## src/rtl/lcd_hotspot_rx_pkg.sv

```systemverilog
// Shared constants for the LCD hotspot receiver: FSM encodings, RGB565 field layout,
// default panel geometry and the sync polarities used by the thd_show transmitter.
package lcd_hotspot_rx_pkg;

  localparam logic [1:0] ST_IDLE   = 2'd0;
  localparam logic [1:0] ST_ACTIVE = 2'd1;
  localparam logic [1:0] ST_REPORT = 2'd2;

  localparam int RGB_R_LSB = 11;
  localparam int RGB_G_LSB = 5;
  localparam int RGB_B_LSB = 0;

  localparam int          DEF_CW       = 16;
  localparam int          DEF_H_ACTIVE = 480;
  localparam int          DEF_V_ACTIVE = 272;
  localparam logic [15:0] DEF_KEY_RGB  = 16'hF800;

  localparam logic HS_ACTIVE = 1'b0;
  localparam logic VS_ACTIVE = 1'b0;
  localparam logic DE_ACTIVE = 1'b1;

  typedef struct packed {
    logic hs;
    logic vs;
    logic de;
  } lcd_ctl_t;

  // Field-wise compare so a future tolerance per colour channel has an obvious home.
  function automatic logic rgb565_match(input logic [15:0] a, input logic [15:0] b);
    return (a[15:RGB_R_LSB] == b[15:RGB_R_LSB]) &&
           (a[RGB_R_LSB-1:RGB_G_LSB] == b[RGB_R_LSB-1:RGB_G_LSB]) &&
           (a[RGB_G_LSB-1:RGB_B_LSB] == b[RGB_G_LSB-1:RGB_B_LSB]);
  endfunction

endpackage

```

## src/rtl/lcd_hotspot_rx_sync_edge.sv

```systemverilog
// Two-stage input register for the LCD sync lines plus edge detection between stages;
// pixel data is delayed one stage so it stays aligned with the first-stage sync values.
module lcd_hotspot_rx_sync_edge
  import lcd_hotspot_rx_pkg::*;
(
  input  logic        clk_i,
  input  logic        rst_ni,
  input  logic        hs_i,
  input  logic        vs_i,
  input  logic        de_i,
  input  logic [15:0] rgb_i,
  output logic        vs_s1_o,
  output logic        de_s1_o,
  output logic [15:0] rgb_s1_o,
  output logic        hs_fall_o,
  output logic        vs_fall_o,
  output logic        de_fall_o,
  output logic        de_rise_o
);

  // Reset to the idle bus levels so releasing reset never fabricates an edge.
  localparam lcd_ctl_t CTL_IDLE = '{hs: ~HS_ACTIVE, vs: ~VS_ACTIVE, de: ~DE_ACTIVE};

  lcd_ctl_t    s1_q;
  lcd_ctl_t    s2_q;
  logic [15:0] rgb_s1_q;

  always_ff @(posedge clk_i or negedge rst_ni) begin
    if (!rst_ni) begin
      s1_q <= CTL_IDLE;
      s2_q <= CTL_IDLE;
    end else begin
      s1_q <= '{hs: hs_i, vs: vs_i, de: de_i};
      s2_q <= s1_q;
    end
  end

  always_ff @(posedge clk_i) begin
    rgb_s1_q <= rgb_i;
  end

  assign vs_s1_o   = s1_q.vs;
  assign de_s1_o   = s1_q.de;
  assign rgb_s1_o  = rgb_s1_q;
  assign hs_fall_o = (s1_q.hs == HS_ACTIVE) && (s2_q.hs != HS_ACTIVE);
  assign vs_fall_o = (s1_q.vs == VS_ACTIVE) && (s2_q.vs != VS_ACTIVE);
  assign de_rise_o = (s1_q.de == DE_ACTIVE) && (s2_q.de != DE_ACTIVE);
  assign de_fall_o = (s1_q.de != DE_ACTIVE) && (s2_q.de == DE_ACTIVE);

endmodule

```

## src/rtl/lcd_hotspot_rx.sv

```systemverilog
// RGB565 LCD receiver: rebuilds pixel coordinates, reports the key-colour bounding-box
// centre and frame geometry errors once per frame. Macro LCD_RX_PIXCNT_EN adds hot_cnt.
module lcd_hotspot_rx
  import lcd_hotspot_rx_pkg::*;
#(
  parameter int          CW       = DEF_CW,
  parameter int          H_ACTIVE = DEF_H_ACTIVE,
  parameter int          V_ACTIVE = DEF_V_ACTIVE,
  parameter logic [15:0] KEY_RGB  = DEF_KEY_RGB
) (
  input  logic          clk_pix,
  input  logic          rst_n,
  input  logic          ena,
  input  logic          lcd_hs,
  input  logic          lcd_vs,
  input  logic          lcd_de,
  input  logic [15:0]   lcd_rgb,
  output logic [CW-1:0] hot_x,
  output logic [CW-1:0] hot_y,
  output logic          hot_found,
  output logic          geom_err,
  output logic          frame_done
`ifdef LCD_RX_PIXCNT_EN
  ,
  output logic [CW-1:0] hot_cnt
`endif
);

  localparam logic [CW-1:0] CNT_MAX = '1;
  localparam logic [CW-1:0] H_PIX   = CW'(H_ACTIVE);
  localparam logic [CW-1:0] V_LINES = CW'(V_ACTIVE);

  function automatic logic [CW-1:0] centre(input logic [CW-1:0] lo, input logic [CW-1:0] hi);
    logic [CW:0] sum;
    sum = {1'b0, lo} + {1'b0, hi};
    return sum[CW:1];
  endfunction

  logic        vs_s1, de_s1;
  logic [15:0] rgb_s1;
  logic        hs_fall, vs_fall, de_fall, de_rise;

  lcd_hotspot_rx_sync_edge u_sync (
    .clk_i     (clk_pix),
    .rst_ni    (rst_n),
    .hs_i      (lcd_hs),
    .vs_i      (lcd_vs),
    .de_i      (lcd_de),
    .rgb_i     (lcd_rgb),
    .vs_s1_o   (vs_s1),
    .de_s1_o   (de_s1),
    .rgb_s1_o  (rgb_s1),
    .hs_fall_o (hs_fall),
    .vs_fall_o (vs_fall),
    .de_fall_o (de_fall),
    .de_rise_o (de_rise)
  );

  logic [1:0]    state_q, state_d;
  logic [CW-1:0] x_q, x_d, y_q, y_d;
  logic [CW-1:0] xmin_q, xmin_d, xmax_q, xmax_d;
  logic [CW-1:0] ymin_q, ymin_d, ymax_q, ymax_d;
  logic          found_q, found_d, err_q, err_d;
  logic          hs_seen_q, hs_seen_d;
  logic [CW-1:0] hot_x_q, hot_x_d, hot_y_q, hot_y_d;
  logic          hot_found_q, hot_found_d, geom_err_q, geom_err_d;
  logic          done_q, done_d;
  logic          clr;
`ifdef LCD_RX_PIXCNT_EN
  logic [CW-1:0] cnt_q, cnt_d, hot_cnt_q, hot_cnt_d;
`endif

  logic pix_vld, key_hit, de_in_vs;

  assign pix_vld  = (de_s1 == DE_ACTIVE);
  assign key_hit  = pix_vld && rgb565_match(rgb_s1, KEY_RGB);
  assign de_in_vs = pix_vld && (vs_s1 == VS_ACTIVE);

  // HS bookkeeping runs in every state so the first line after VS is judged correctly.
  always_comb begin
    hs_seen_d = hs_seen_q;
    if (de_rise) hs_seen_d = 1'b0;
    if (hs_fall) hs_seen_d = 1'b1;
  end

  always_comb begin
    state_d     = state_q;
    x_d         = x_q;
    y_d         = y_q;
    xmin_d      = xmin_q;
    xmax_d      = xmax_q;
    ymin_d      = ymin_q;
    ymax_d      = ymax_q;
    found_d     = found_q;
    err_d       = err_q;
    hot_x_d     = hot_x_q;
    hot_y_d     = hot_y_q;
    hot_found_d = hot_found_q;
    geom_err_d  = geom_err_q;
    done_d      = 1'b0;
    clr         = 1'b0;
`ifdef LCD_RX_PIXCNT_EN
    cnt_d       = cnt_q;
    hot_cnt_d   = hot_cnt_q;
`endif
    if (!ena) begin
      state_d = ST_IDLE;
    end else begin
      case (state_q)
        ST_IDLE: begin
          if (vs_fall) begin
            state_d = ST_ACTIVE;
            clr     = 1'b1;
          end
        end
        ST_ACTIVE: begin
          if (pix_vld) begin
            if (x_q == CNT_MAX) err_d = 1'b1;
            else                x_d   = x_q + 1'b1;
            if (key_hit) begin
              if (x_q < xmin_q) xmin_d = x_q;
              if (x_q > xmax_q) xmax_d = x_q;
              if (y_q < ymin_q) ymin_d = y_q;
              if (y_q > ymax_q) ymax_d = y_q;
              found_d = 1'b1;
`ifdef LCD_RX_PIXCNT_EN
              if (cnt_q != CNT_MAX) cnt_d = cnt_q + 1'b1;
`endif
            end
          end
          if (de_fall) begin
            if (x_q != H_PIX) err_d = 1'b1;
            x_d = '0;
            if (y_q == CNT_MAX) err_d = 1'b1;
            else                y_d   = y_q + 1'b1;
          end
          if ((de_rise && !hs_seen_q) || de_in_vs) err_d = 1'b1;
          if (vs_fall) state_d = ST_REPORT;
        end
        ST_REPORT: begin
          hot_found_d = found_q;
          hot_x_d     = found_q ? centre(xmin_q, xmax_q) : '0;
          hot_y_d     = found_q ? centre(ymin_q, ymax_q) : '0;
          geom_err_d  = err_q || (y_q != V_LINES);
`ifdef LCD_RX_PIXCNT_EN
          hot_cnt_d   = cnt_q;
`endif
          done_d      = 1'b1;
          clr         = 1'b1;
          state_d     = ST_ACTIVE;
        end
        default: state_d = ST_IDLE;
      endcase
    end
    if (clr) begin
      x_d     = '0;
      y_d     = '0;
      xmin_d  = CNT_MAX;
      xmax_d  = '0;
      ymin_d  = CNT_MAX;
      ymax_d  = '0;
      found_d = 1'b0;
      err_d   = de_in_vs;
`ifdef LCD_RX_PIXCNT_EN
      cnt_d   = '0;
`endif
    end
  end

  always_ff @(posedge clk_pix or negedge rst_n) begin
    if (!rst_n) begin
      state_q     <= ST_IDLE;
      x_q         <= '0;
      y_q         <= '0;
      xmin_q      <= CNT_MAX;
      xmax_q      <= '0;
      ymin_q      <= CNT_MAX;
      ymax_q      <= '0;
      found_q     <= 1'b0;
      err_q       <= 1'b0;
      hs_seen_q   <= 1'b0;
      hot_x_q     <= '0;
      hot_y_q     <= '0;
      hot_found_q <= 1'b0;
      geom_err_q  <= 1'b0;
      done_q      <= 1'b0;
`ifdef LCD_RX_PIXCNT_EN
      cnt_q       <= '0;
      hot_cnt_q   <= '0;
`endif
    end else begin
      state_q     <= state_d;
      x_q         <= x_d;
      y_q         <= y_d;
      xmin_q      <= xmin_d;
      xmax_q      <= xmax_d;
      ymin_q      <= ymin_d;
      ymax_q      <= ymax_d;
      found_q     <= found_d;
      err_q       <= err_d;
      hs_seen_q   <= hs_seen_d;
      hot_x_q     <= hot_x_d;
      hot_y_q     <= hot_y_d;
      hot_found_q <= hot_found_d;
      geom_err_q  <= geom_err_d;
      done_q      <= done_d;
`ifdef LCD_RX_PIXCNT_EN
      cnt_q       <= cnt_d;
      hot_cnt_q   <= hot_cnt_d;
`endif
    end
  end

  assign hot_x      = hot_x_q;
  assign hot_y      = hot_y_q;
  assign hot_found  = hot_found_q;
  assign geom_err   = geom_err_q;
  assign frame_done = done_q;
`ifdef LCD_RX_PIXCNT_EN
  assign hot_cnt    = hot_cnt_q;
`endif

endmodule

```

## config.mk

```make
export PLATFORM = sky130hd
export DESIGN_NAME = lcd_hotspot_rx
export DESIGN_NICKNAME = d
export VERILOG_FILES = /design/src/rtl/lcd_hotspot_rx_pkg.sv /design/src/rtl/lcd_hotspot_rx_sync_edge.sv /design/src/rtl/lcd_hotspot_rx.sv
export SDC_FILE = /design/constraint.sdc
export NUM_CORES = 1
export LEC_CHECK = 0
export ABC_CLOCK_PERIOD_IN_PS = 2800
export BUFFER_PORTS_ARGS = -buffer_cell sky130_fd_sc_hd__buf_2
export CORE_ASPECT_RATIO = 1.4
export CORE_UTILIZATION = 30
export DETAILED_ROUTE_END_ITERATION = 10
export GPL_TIMING_DRIVEN = 0
export PLACE_DENSITY = 0.5
export SETUP_SLACK_MARGIN = 0.02
export SLEW_MARGIN = 20
export SYNTH_ARGS = -nofsm -noshare
export SYNTH_HDL_FRONTEND = slang
export SYNTH_SLANG_ARGS = --single-unit
```

## constraint.sdc

```tcl
create_clock -name clk_pix -period 2.8 [get_ports clk_pix]
set_clock_uncertainty 0.05 [all_clocks]
set_input_delay 0.42 -clock clk_pix [delete_from_list [all_inputs] [get_ports clk_pix]]
set_output_delay 0.42 -clock clk_pix [all_outputs]
set_load 0.1 [all_outputs]
```

; ---- Yosys cells after proc, flatten, opt, wreduce, memory -nomap -nowiden
; Cells that the tools add are included.
[word_totals]
output_inout_bits = 35
latch_bits = 0
mem_bits_rw = 0
ff_bits = 158
wordCells = 143
memories = 0
in_bits = 22
mem_bits_ro = 0
[op_classes]
add_sub_neg = 4
bitwise_logic = 4
n_eq_ne = 11
shifts = 0
n_lt_le_gt_ge = 4
multipliers = 0
n_div = 0
reduce_logical = 36
muxes = 62
[ops]
columns = cell, n
row1 = 2-to-1 mux 16 bit, 37
row2 = adder 16 x 16 -> 17 bit, 2
row3 = "adder 16 x 1 -> 16 bit, second input constant", 2
row4 = "equality test 16 bit, second input constant", 2
row5 = greater-than comparator 16 bit, 2
row6 = less-than comparator 16 bit, 2
row7 = "inequality test 16 x 9 -> 1 bit, second input constant", 2
row8 = 2-to-1 mux 1 bit, 20
row9 = AND reduction 5 bit, 4
row10 = nonzero test 2 bit, 10
row11 = AND reduction 4 bit, 3
row12 = logical AND 1 bit, 9
row13 = zero test 6 bit, 1
row14 = 2-to-1 mux 2 bit, 3
row15 = "inequality test 3 x 2 -> 1 bit, second input constant", 2
row16 = case mux 2 bit (3 select lines), 1
row17 = AND reduction 2 bit, 3
row18 = "equality test 5 bit, second input constant", 1
row19 = zero test 5 bit, 1
row20 = inverter 1 bit, 4
row21 = "inequality test 3 bit, second input constant", 1
row22 = nonzero test 3 bit, 1
row23 = "equality test 2 x 1 -> 1 bit, second input constant", 1
row24 = "equality test 2 bit, second input constant", 1
row25 = other kinds (5), 6

; ---- Longest topological paths before layout
; Gate-level depths: netlist of the first run.
[depth]
ltp_word = 10
depth_mapped = 10

; ---- By module
; A second synthesis of the first run with hierarchy kept.
[hier_totals]
hier_cells = 988
area_unflattened_um2 = 9365.2
[by_module_without_submodules]
columns = module, area_each_um2, instances, cells_per_inst
row1 = lcd_hotspot_rx, 8862.2, 1, 962
row2 = lcd_hotspot_rx_sync_edge, 503.0, 1, 26

; ---- Worst setup path before layout of the first run
; Ideal clock, no wire load.
[synth_path]
kind = reg2reg
start = register x_q[9]
end = register xmax_q[10]
path_stages_with_launch = 9
arrival_ps = 2312
setup_slack_ps = 307
path_buffers = 1
synth_period_minus_slack_ps = 2493
required_ps = 2618
path_cell_list = dfrtp_1 ha_1 a211oi_1 o21ai_0 o2111a_1 o31ai_2 buf_2 mux2i_1 nor2_1
[synth_between]
elab_chain_cells = 3
[synth_lines]
columns = item, line_no
row1 = from (decl), lcd_hotspot_rx.sv:60  ; logic [CW-1:0] x_q, x_d, y_q, y_d;
row2 = from (signal assigned), lcd_hotspot_rx.sv:173  ; x_q <= '0;
row3 = from (signal assigned), lcd_hotspot_rx.sv:193  ; x_q <= x_d;
row4 = greater-than comparator 16 bit, lcd_hotspot_rx.sv:122  ; if (x_q > xmax_q) xmax_d = x_q;
row5 = nonzero test 2 bit (no source line), --
row6 = AND reduction 5 bit (no source line), --
row7 = to (signal assigned), lcd_hotspot_rx.sv:196  ; xmax_q <= xmax_d;
row8 = to (decl), lcd_hotspot_rx.sv:61  ; logic [CW-1:0] xmin_q, xmin_d, xmax_q, xmax_d;
; No other way between the ends.
; A chain may end at the register's enable or synchronous reset.

; ---- Final worst setup path of the first run
[layout_path]
start = register u_sync.s2_q[1] in the netlist's numbering
end = register y_q[11]
[layout_between]
elab_chain_cells = 6
elab_cells_between_ends = 10
classes_between = 1 x eq/ne / 4 x mux / 5 x reduce/logical
[layout_lines]
columns = item, line_no
row1 = from (decl), lcd_hotspot_rx_sync_edge.sv:25  ; lcd_ctl_t s2_q;
row2 = from (signal assigned), lcd_hotspot_rx_sync_edge.sv:34  ; s2_q <= s1_q;
row3 = logical AND 1 bit (*), lcd_hotspot_rx_sync_edge.sv:46  ; assign vs_fall_o = (s1_q.vs == VS_ACTIVE) && (s2_q.vs != VS_ACTIVE);
row4 = 2-to-1 mux 1 bit (*), lcd_hotspot_rx.sv:111  ; if (vs_fall) begin
row5 = case mux 1 bit (2 select lines) (*), lcd_hotspot_rx.sv:109  ; case (state_q)
row6 = 2-to-1 mux 1 bit (*), lcd_hotspot_rx.sv:106  ; if (!ena) begin
row7 = inequality test 2 bit (no source line) / nonzero test 2 bit (equally long branches), --
row8 = AND reduction 4 bit (no source line), --
row9 = to (signal assigned), lcd_hotspot_rx.sv:194  ; y_q <= y_d;
row10 = to (decl), lcd_hotspot_rx.sv:60
; Every way passes the cells marked *; elsewhere a longest branch is shown, timed or not.

==> results of run 1 <==
## area by class of cell
class / count / area, um2 / share of cell area [%]
Sequential cell: 158 / 3920 / 34.8
Clock buffer: 21 / 493 / 4.38
Inverter: 81 / 304 / 2.70
Timing Repair Buffer: 79 / 528 / 4.69
Tap cell: 395 / 494 / 4.39
Buffer: 35 / 158 / 1.40
Clock inverter: 11 / 97.6 / 0.866
Multi-Input combinational cell: 762 / 5270 / 46.8
## placed cells by master (no fill, tap or decap), types with 9 or more instances in the layout
| cell type | Yosys | final |
|---|---|---|
| nor2_1 | 113 | 113 |
| dfrtp_1 | 106 | 105 |
| ha_1 | 96 | 96 |
| nand2_1 | 95 | 95 |
| inv_1 | 81 | 81 |
| o21ai_0 | 70 | 70 |
| buf_2 | 3 | 57 |
| a21oi_1 | 54 | 54 |
| mux2i_1 | 51 | 51 |
| dfstp_2 | 36 | 36 |
| clkbuf_1 | 26 | 24 |
| nand4_1 | 24 | 24 |
| nor3_1 | 23 | 23 |
| xnor2_1 | 21 | 21 |
| clkbuf_16 | 0 | 19 |
| a21o_1 | 18 | 18 |
| dlygate4sd3_1 | 0 | 18 |
| nand3_1 | 16 | 16 |
| dfxtp_1 | 16 | 16 |
| or3_1 | 13 | 13 |
| a211oi_1 | 11 | 11 |
| nand2b_1 | 10 | 10 |
| o211ai_1 | 10 | 10 |
| nor2b_1 | 10 | 9 |
| nor4_1 | 9 | 9 |
| xor2_1 | 9 | 9 |
## worst paths after layout
path,slack [ns],cells after the start,end,start
max in group asynchronous,1.44,3,ymin_q[0],rst_n
min in group asynchronous,0.42,2,hot_x[6],rst_n
worst min-delay path,0.03,1,u_sync.rgb_s1_o[5],lcd_rgb[5]
worst min register to register,0.32,0,u_sync.s2_q[2],u_sync.s1_q[2]
worst max register to register,0.18,6,y_q[11],u_sync.s2_q[1]
worst max-delay path,0.18,6,y_q[11],u_sync.s2_q[1]
## power groups by stage
stage               Combinational, mW  Clock [mW]  Sequential (mW)
detailed placement              0.384           0             2.44
floorplan                       0.217           0             2.44
global placement                0.374           0             2.44
CTS                             0.408        2.41             2.40
finish                          0.404        2.32             2.40
global route                    0.459        2.49             2.40
## logic make-up after synthesis
family	Yosys count	synth area share, %
AO/OA/AOI/OAI	224	15.0
XOR/XNOR	30	2.73
adder cells (fa/ha/maj)	98	12.9
buffers and inverters	117	4.84
flip-flops	158	40.8
multiplexers	54	5.66
AND/OR/NAND/NOR	356	18.1
## per-layer routing
layer / part of all wire [%] / wire length, um
met1: 39 / 10700
met2: 54 / 14900
met3: 1.9 / 528
met4: 4.3 / 1180
met5: 0 / 0
## state kept, by name, indices dropped and copies added, names as in the netlist
name,flops
hot_x,16
hot_y,16
u_sync.rgb_s1_o,16
x_q,16
xmax_q,16
xmin_q,16
y_q,16
ymax_q,16
ymin_q,16
u_sync.s2_q,3
state_q,2
err_q,1
found_q,1
frame_done,1
geom_err,1
hot_found,1
hs_seen_q,1
u_sync.de_s1_o,1
u_sync.s1_q,1
u_sync.vs_s1_o,1
## timing repair
| action | CTS | global route |
|---|---|---|
| setup endpoints to repair | 41 | 50 |
| gates resized for setup | 4 | 9 |
| endpoints found under the hold margin | 59 | 1 |
| hold buffers | 17 | 1 |
| setup buffers | 1 | 3 |
| pin swaps | 1 | 4 |
==> metrics, run 1 <==
status completed; Via density between 5 and 6; Post-Syn Area between 9000 and 10,000 um2; die area about 33,000 um2; initial antenna violation count 0; pre-CTS setup slack -0.240 ns; CP max stage delay between 0.5 and 0.6 ns; largest area contributor in the netlist dfrtp_1; CTS tree yes; Final setup viols 0; GR Layer Usage met1 18.2%; CTS clock-pin slew for the worst setup and hold paths roughly 0.060 ns; RSZ-0062 raised after global routing true; wire per inst 17.7 um; asr flop ratio synth between 80 and 90%; Int Pwr 3.77 mW; Commonest cells post-synth 113 x nor2_1, 106 x dfrtp_1, 96 x ha_1, 95 x nand2_1, 81 x inv_1; row cnt between 70 and 80; CP delay by family, top buffers and inverters; Flop pwr share about 47%; global-route usage over all layers 17.6%; Final Util ~36%; setup TNS 0 ns; die width roughly 150 um; Psw approximately 1.4 mW; Initial DRC Count a little over 400; met3 GRT Util between 3 and 4%; Gate power share 7.9%; GRT overflow 0; DRC viols 0; syn nets 1,157; Net count, final 1,254; TritonCTS Buffers 17; VDD IR max 0.265 mV; number of I/O pins 57; fin area between 10,000 and 15,000 um2; CP dominant cell by count buf_1; clock tree sinks approximately 160; Die Y 214 um; vias in the first global route 8,037; DRT Pass-1 Iters 5; Worst EP required between 3 and 4 ns; Initial Utilization between 30% and 40%; PD cells about 450 nW/um2; Worst-Skew Late Latency between 0.4 and 0.5 ns; Critical-path top delay cell buf_1; FILL cells roughly 3.3k; setup ws final approximately 0.18 ns; Fmax achieved 381 MHz; critical path type flop to flop; switching part of the total 26.5%; Cells after DPL about 1.5k; worst-path maximum fanout 10; worst relative slew slack between 40 and 50%; number of flops mapped to enable cells by yosys 0; largest net degree at the start of global routing between 80 and 90; Synth top area share 27.6%; synth top area cells dfrtp_1 28%, ha_1 12%, dfstp_2 9.8%, mux2i_1 5.3%, nor2_1 4.4%; Max Buffers Root-to-Sink 2; Worst setup EP type flop; Overall Power roughly 5.1 mW; Final GP Congestion between 0.7 and 0.8; share of cells above drive strength 1 around an eighth; GR Util met2 between 30% and 40%; cells after synthesis 1,037; clock group share of total power about 45%; Max Transition Viols Final 0; max-cap violations 0; HP Class primary input to flop; core area about 32,000 um2; ANT cells 0; worst path cell trace nor2b_1 > o21a_1 > clkbuf_1 > buf_1 > buf_1 > nor2_1; Hold WS approximately 0.026 ns; Critical path buffers and inverters 3; antenna-violating nets left 0; yosys synthesis warning count 0; first-pass GRT wire length about 44 mm; Area Growth Syn to Fin 17.2%; Yosys cell types 70; syn_area_per_cell 9.27 um2; Primary FF master, synth dfrtp_1; most numerous cell in the Yosys netlist nor2_1; PortBufs 56; H-tree depth 4; Static Leak around 5.4 nW; Critical Path Start Type flop; Placed Instance Area 10,400 um2; DR vias roughly 7.8k; DP HPWL just over 20 mm; Fin. Hold Viols 0; post-route insts no fill between 1.5k and 2k; GRT Max-Usage Layer met2; Root Buffer clkbuf_16; Detailed Route WL between 20 and 30 mm; Slew @ Worst Pin 0.757 ns; fin crit share 93.7%; Synth Register Bits 158; crit path DAT between 2 and 3 ns; register area share after synthesis 40.8%; minimum clock period roughly 2.6 ns
No activity file was read; power rests on OpenSTA's default activity.
==> run 2: changes to the inputs <==
--- a/config.mk
+++ b/config.mk
@@ -11,7 +11,8 @@
 export CORE_UTILIZATION = 30
 export DETAILED_ROUTE_END_ITERATION = 10
 export GPL_TIMING_DRIVEN = 0
-export PLACE_DENSITY = 0.5
+export HOLD_SLACK_MARGIN = 0.15
+export PLACE_DENSITY = 0.47
 export SETUP_SLACK_MARGIN = 0.02
 export SLEW_MARGIN = 20
 export SYNTH_ARGS = -nofsm -noshare
==> run 2 against run 1 <==
Effect of this change:
- via count hardly changed
- clock power about the same
- utilization up 0.10 points
- worst hold slack improved by 0.20 ns
- register-to-register slack barely moved
- design area up 0.29%
- maximum frequency decreased by 0.34%
- count of clock-buffer cells in the layout shrank 3
- sequential power is essentially flat
- sequential share of layout area down 0.10 points
- power fell by 0.69%
- cell count rose by 0.39%
==> metrics, run 2 (synthesized netlist as in run 1, its figures left out) <==
DRT Pass-1 Iters 4 (-1); Net count, final 1,260 (+0.48%); Fmax achieved 380 MHz (-0.34%); Initial Utilization 30.4% (unchanged); PD cells 451 nW/um2 (-0.97%); critical path type flop to flop; RSZ-0062 raised after global routing false; worst-path maximum fanout 3 (-7); setup ws final 0.168 ns (-0.00901 ns); Critical Path Start Type flop; Final Util 35.8% (+0.10 points); R2R cell count 8 (+2); Root Buffer clkbuf_16; Final GP Congestion 0.811 (+1.7%); Die Y 214 um (unchanged); global-route usage over all layers 17.6% (+0.037 points); Max Buffers Root-to-Sink 2 (unchanged); Via density 5.06 (-0.34%); Area Growth Syn to Fin 17.5%; Worst EP required 3.14 ns (+0.08 ns); core area 31,600 um2 (unchanged); worst relative slew slack 48.9% (-0.69 points); share of cells above drive strength 1 13.7% (+0.36 points); Static Leak 5.43 nW (+0.30%); minimum clock period 2.63 ns (+0.00901 ns); Fin. Hold Viols 0 (unchanged); Overall Power 5.09 mW (-0.69%); die width 153 um (unchanged); number of I/O pins 57 (unchanged); clock tree sinks 158 (unchanged); antenna-violating nets left 0 (unchanged); VDD IR max 0.225 mV (-15%); CTS clock-pin slew for the worst setup and hold paths 0.07 ns (about the same); Worst setup EP type flop; GRT overflow 0 (unchanged); wire per inst 17.8 um (+0.63%); HP Class primary input to flop; row cnt 77 (unchanged); Worst-Skew Late Latency 0.45 ns (about the same); DRC viols 0 (unchanged); crit path DAT 2.97 ns (+0.09 ns); PortBufs 56 (unchanged); max-cap violations 0 (unchanged); first-pass GRT wire length 43.8 mm (+0.43%); pre-CTS setup slack -0.235 ns (+0.00507 ns); die area 32,800 um2 (unchanged); Detailed Route WL 27.6 mm (+1.0%); Hold Path Cell Cnt 3 (+2); H-tree depth 4 (unchanged); most frequent cells in the layout 113 x nor2_1, 105 x dfrtp_1, 96 x ha_1; fin crit share 94.0% (+0.32 points); ANT cells 0 (unchanged); DP HPWL 21.1 mm (+1.7%); TritonCTS Buffers 17 (unchanged); Slew @ Worst Pin 0.767 ns (+0.0104 ns); Initial DRC Count 270 (-34%); largest net degree at the start of global routing 85 (+1.2%); CTS tree yes; DR vias 7,837 (+0.051%); vias in the first global route 7,946 (-1.1%); Final setup viols 0 (unchanged); Hold WS 0.224 ns (+0.198 ns); initial antenna violation count 0 (unchanged); FILL cells 3,288 (+0.46%); commonest non-fill, non-tap cell in the layout nor2_1; status completed; Max Transition Viols Final 0 (unchanged)
run 2: changes by cell type in the layout (fill, tap and decap cells not counted), moves of 2 or more:
cell           change
clkbuf_16          -2
clkinv_4           -3
dlygate4sd3_1      +2
buf_1              -2
clkbuf_1           +2
buf_4              +3
inv_6              +2
clkinv_2           +2
run 2: power breakdown:
part / switching [mW] / total [mW] / internal [mW]
clock network: 1.05 / 2.29 / 1.24
logic: 0.256 / 0.407 / 0.151
registers: 0.0630 / 2.40 / 2.34
total: 1.37 / 5.09 / 3.73
run 2: final timing paths:
check                                 end           start  slack (ns)
hold reg to reg            u_sync.s2_q[2]  u_sync.s1_q[2]        0.31
setup reg to reg                 hot_x[9]       xmin_q[1]        0.17
max in group asynchronous       ymin_q[0]           rst_n        1.45
min in group asynchronous       xmax_q[8]           rst_n        0.44
setup / recovery                 hot_x[9]       xmin_q[1]        0.17
hold / removal                 state_q[1]             ena        0.22
run 2: cell type report:
type,instances,area (um2),area share [%]
Timing Repair Buffer,84,571,5.05
Buffer,36,169,1.49
Clock buffer,18,429,3.80
Clock inverter,14,136,1.21
Sequential cell,158,3920,34.7
Multi-Input combinational cell,762,5280,46.7
Tap cell,395,494,4.37
Inverter,81,304,2.69
run 2: metrics by stage:
| step | TNS [ns] | cells | instance area [um2] |
|---|---|---|---|
| after global placement | -122.14 | 1488 | 10400 |
| after floorplan | 0 | 1037 | 9610 |
| after detailed placement | -5.27 | 1489 | 10400 |
| after global routing | 0 | 1548 | 11300 |
| after CTS | 0 | 1544 | 11200 |
| final | 0 | 1548 | 11300 |
run 2: worst max-delay path: stages, from the launching register on:
cell,delay (ns)
dfstp_2,0.55
inv_1,0.07
fa_1,0.47
nor2b_2,0.24
o2111ai_1,0.20
a21oi_1,0.25
o211ai_1,0.13
a2111oi_1,0.43
a221o_1,0.17
run 2: per-layer routing:
layer	wire, um	GRT usage, %
met5	0	0
met1	11000	18.4
met2	15300	34.8
met3	484	2.53
met4	820	7.59
run 2: what timing repair did:
item	in CTS	in global routing
pin swaps	2	1
resized for setup	5	8
endpoints found under the setup margin	46	32
buffers inserted	3	4
hold buffers	20	0
endpoints found under the hold margin	64	0
==> run 3: changes to the inputs <==
--- a/config.mk
+++ b/config.mk
@@ -8,11 +8,13 @@
 export ABC_CLOCK_PERIOD_IN_PS = 2800
 export BUFFER_PORTS_ARGS = -buffer_cell sky130_fd_sc_hd__buf_2
 export CORE_ASPECT_RATIO = 1.4
+export CORE_MARGIN = 2
 export CORE_UTILIZATION = 30
 export DETAILED_ROUTE_END_ITERATION = 10
 export GPL_TIMING_DRIVEN = 0
 export HOLD_SLACK_MARGIN = 0.15
 export PLACE_DENSITY = 0.47
+export RECOVER_POWER = 50
 export SETUP_SLACK_MARGIN = 0.02
 export SLEW_MARGIN = 20
 export SYNTH_ARGS = -nofsm -noshare
==> run 3 against run 2 <==
Effect of this change:
- non-clock buffer count up 1
- worst hold slack worse by 0.014 ns
- register-to-register slack better by 0.02 ns
- combinational power down 1%
- largest power group unchanged
==> metrics, run 3 (synthesized netlist as in run 1, its figures left out) <==
reg2reg start state_q[1]; DRC viols 0 (unchanged); status completed; Critical Path Start Type flop; wire per inst 18.1 um (+1.6%); vias in the first global route 8,087 (+1.8%); DRT Pass-1 Iters 7 (+3); PortBufs 56 (unchanged); Final Util 35.7% (about the same); worst path cell trace nand3b_1 > or4_4 > or3_4 > a31oi_4 > buf_6 > mux2i_1 > nor2_1; Hold Path Cell Cnt 2 (-1); R2R setup slack 0.19 ns (+0.02 ns); Worst EP required 3.06 ns (-0.08 ns); global-route usage over all layers 17.4% (-0.22 points); HP Class primary input to flop; switching part of the total 26.6% (-0.20 points); Static Leak 5.42 nW (about the same); Area Growth Syn to Fin 17.5% (about the same); Die Y 216 um (+0.94%); first-pass GRT wire length 44.8 mm (+2.5%); worst relative slew slack 9.16% (-40 points); Initial Utilization 30.4% (unchanged); Root Buffer clkbuf_16; Slew @ Worst Pin 1.36 ns (+0.595 ns); max-cap violations 0 (unchanged); Critical-path top delay cell or4_4; fin area 11,300 um2 (about the same); initial antenna violation count 0 (unchanged); hold endpoint state_q[0]; minimum clock period 2.61 ns (-0.0196 ns); DR vias 7,922 (+1.1%); number of I/O pins 57 (unchanged); DP HPWL 21.2 mm (+0.36%); Max Transition Viols Final 0 (unchanged); Crit Reg-Reg Endpoint ymax_q[15]; clock group share of total power 46.0% (+1.1 points); Final setup viols 0 (unchanged); most frequent cells in the layout 113 x nor2_1, 105 x dfrtp_1, 96 x ha_1; Max Buffers Root-to-Sink 2 (unchanged); Int Pwr 3.81 mW (+2.2%); Fmax achieved 383 MHz (+0.75%); PD cells 459 nW/um2 (+1.9%); Final GP Congestion 0.805 (-0.79%); H-tree depth 4 (unchanged); RSZ-0062 raised after global routing false; Gate power share 7.8% (-0.2 points); FILL cells 3,255 (-1.0%); Worst setup EP type flop; crit path DAT 2.88 ns (-0.09 ns); die area 33,500 um2 (+2.3%); Fin. Hold Viols 0 (unchanged); fin crit share 93.3% (-0.70 points); row cnt 77 (unchanged); commonest non-fill, non-tap cell in the layout nor2_1; Placed Instance Area 10,400 um2 (unchanged); Net count, final 1,261 (+0.079%); critical path type flop to flop; VDD IR max 0.398 mV (+77%); Detailed Route WL 28.1 mm (+1.7%); CP max stage delay 0.54 ns (about the same); Flop pwr share 46.2% (-0.9 points); TritonCTS Buffers 17 (unchanged); Via density 5.11 (+1.0%); largest net degree at the start of global routing 92 (+8.2%); antenna-violating nets left 0 (unchanged); Hold Crit Start ena; clock tree sinks 158 (unchanged); R2R cell count 7 (-1); GRT overflow 0 (unchanged); core area 31,600 um2 (unchanged); worst-path maximum fanout 10 (+7); Worst-Skew Late Latency 0.45 ns (about the same); CTS clock-pin slew for the worst setup and hold paths 0.07 ns (about the same); Psw 1.38 mW (+1.1%); Initial DRC Count 355 (+31%); share of cells above drive strength 1 13.6% (-0.099 points); die width 155 um (+1.3%); ANT cells 0 (unchanged); CTS tree yes
-- run 3: worst max-delay path: cells and delay by family (launching register included) --
kind	cells	cell delay, ns
compound gates	1	0.32
buf+inv	1	0.20
flops	1	0.44
mux	1	0.19
simple gates	4	1.26
-- run 3: how the worst max path moves through the flow --
stage	startpoint	cells after the start	endpoint
final	state_q[1]	7	ymax_q[15]
after detailed placement	x_q[9]	8	xmax_q[14]
after floorplan	x_q[9]	8	xmax_q[10]
after global routing	ymin_q[2]	10	ymin_q[11]
after global placement	rst_n	1	y_q[9]
after CTS	x_q[9]	8	xmax_q[14]
-- run 3: layout make-up --
| cell class | count | area (um2) | share of cell area [%] |
|---|---|---|---|
| multi-input cells | 762 | 5260 | 46.6 |
| flip-flops and latches | 158 | 3920 | 34.7 |
| repair buffers | 85 | 552 | 4.89 |
| well taps | 395 | 494 | 4.38 |
| clock buffers | 20 | 468 | 4.14 |
| inverters | 81 | 304 | 2.69 |
| plain buffers | 36 | 166 | 1.47 |
| clock inverters | 12 | 130 | 1.15 |
-- run 3: per-stage QoR --
stage	hold WS [ns]	instances	power (mW)	TNS, ns	setup WS, ns
final	0.211	1549	5.19	0	0.187
after CTS	0.198	1544	5.27	0	0.0247
after detailed placement	0.305	1489	2.83	-6.04	-0.274
after global placement	0.306	1488	2.82	-122.73	-1.08
after floorplan	0.0744	1037	2.66	0	0.307
after global routing	0.230	1549	5.40	0	0.0197
-- run 3: what timing repair did --
item / CTS / global route
hold endpoints to repair: 62 / 0
setup endpoints to repair: 47 / 52
pin swaps: 2 / 3
gates resized for setup: 5 / 7
hold buffers: 20 / 0
setup buffers: 3 / 5
gates cloned: 0 / 0
-- run 3: power groups by stage --
| stage | Sequential, mW | Combinational, mW | Clock, mW |
|---|---|---|---|
| 6_report | 2.40 | 0.403 | 2.39 |
| 2_1_floorplan | 2.44 | 0.217 | 0 |
| 4_1_cts | 2.40 | 0.417 | 2.46 |
| 3_3_place_gp | 2.44 | 0.379 | 0 |
| 5_1_grt | 2.40 | 0.457 | 2.53 |
| 3_5_place_dp | 2.44 | 0.388 | 0 |
-- run 3: per-layer routing --
metal | part of all wire (%) | track usage (%) | up-vias
met1 | 40 | 18.9 | 3875
met4 | 4.0 | 9.08 | 0
met3 | 1.7 | 2.37 | 45
met2 | 54 | 32.5 | 100
met5 | 0 | 0 | -
li1 | - | - | 3902
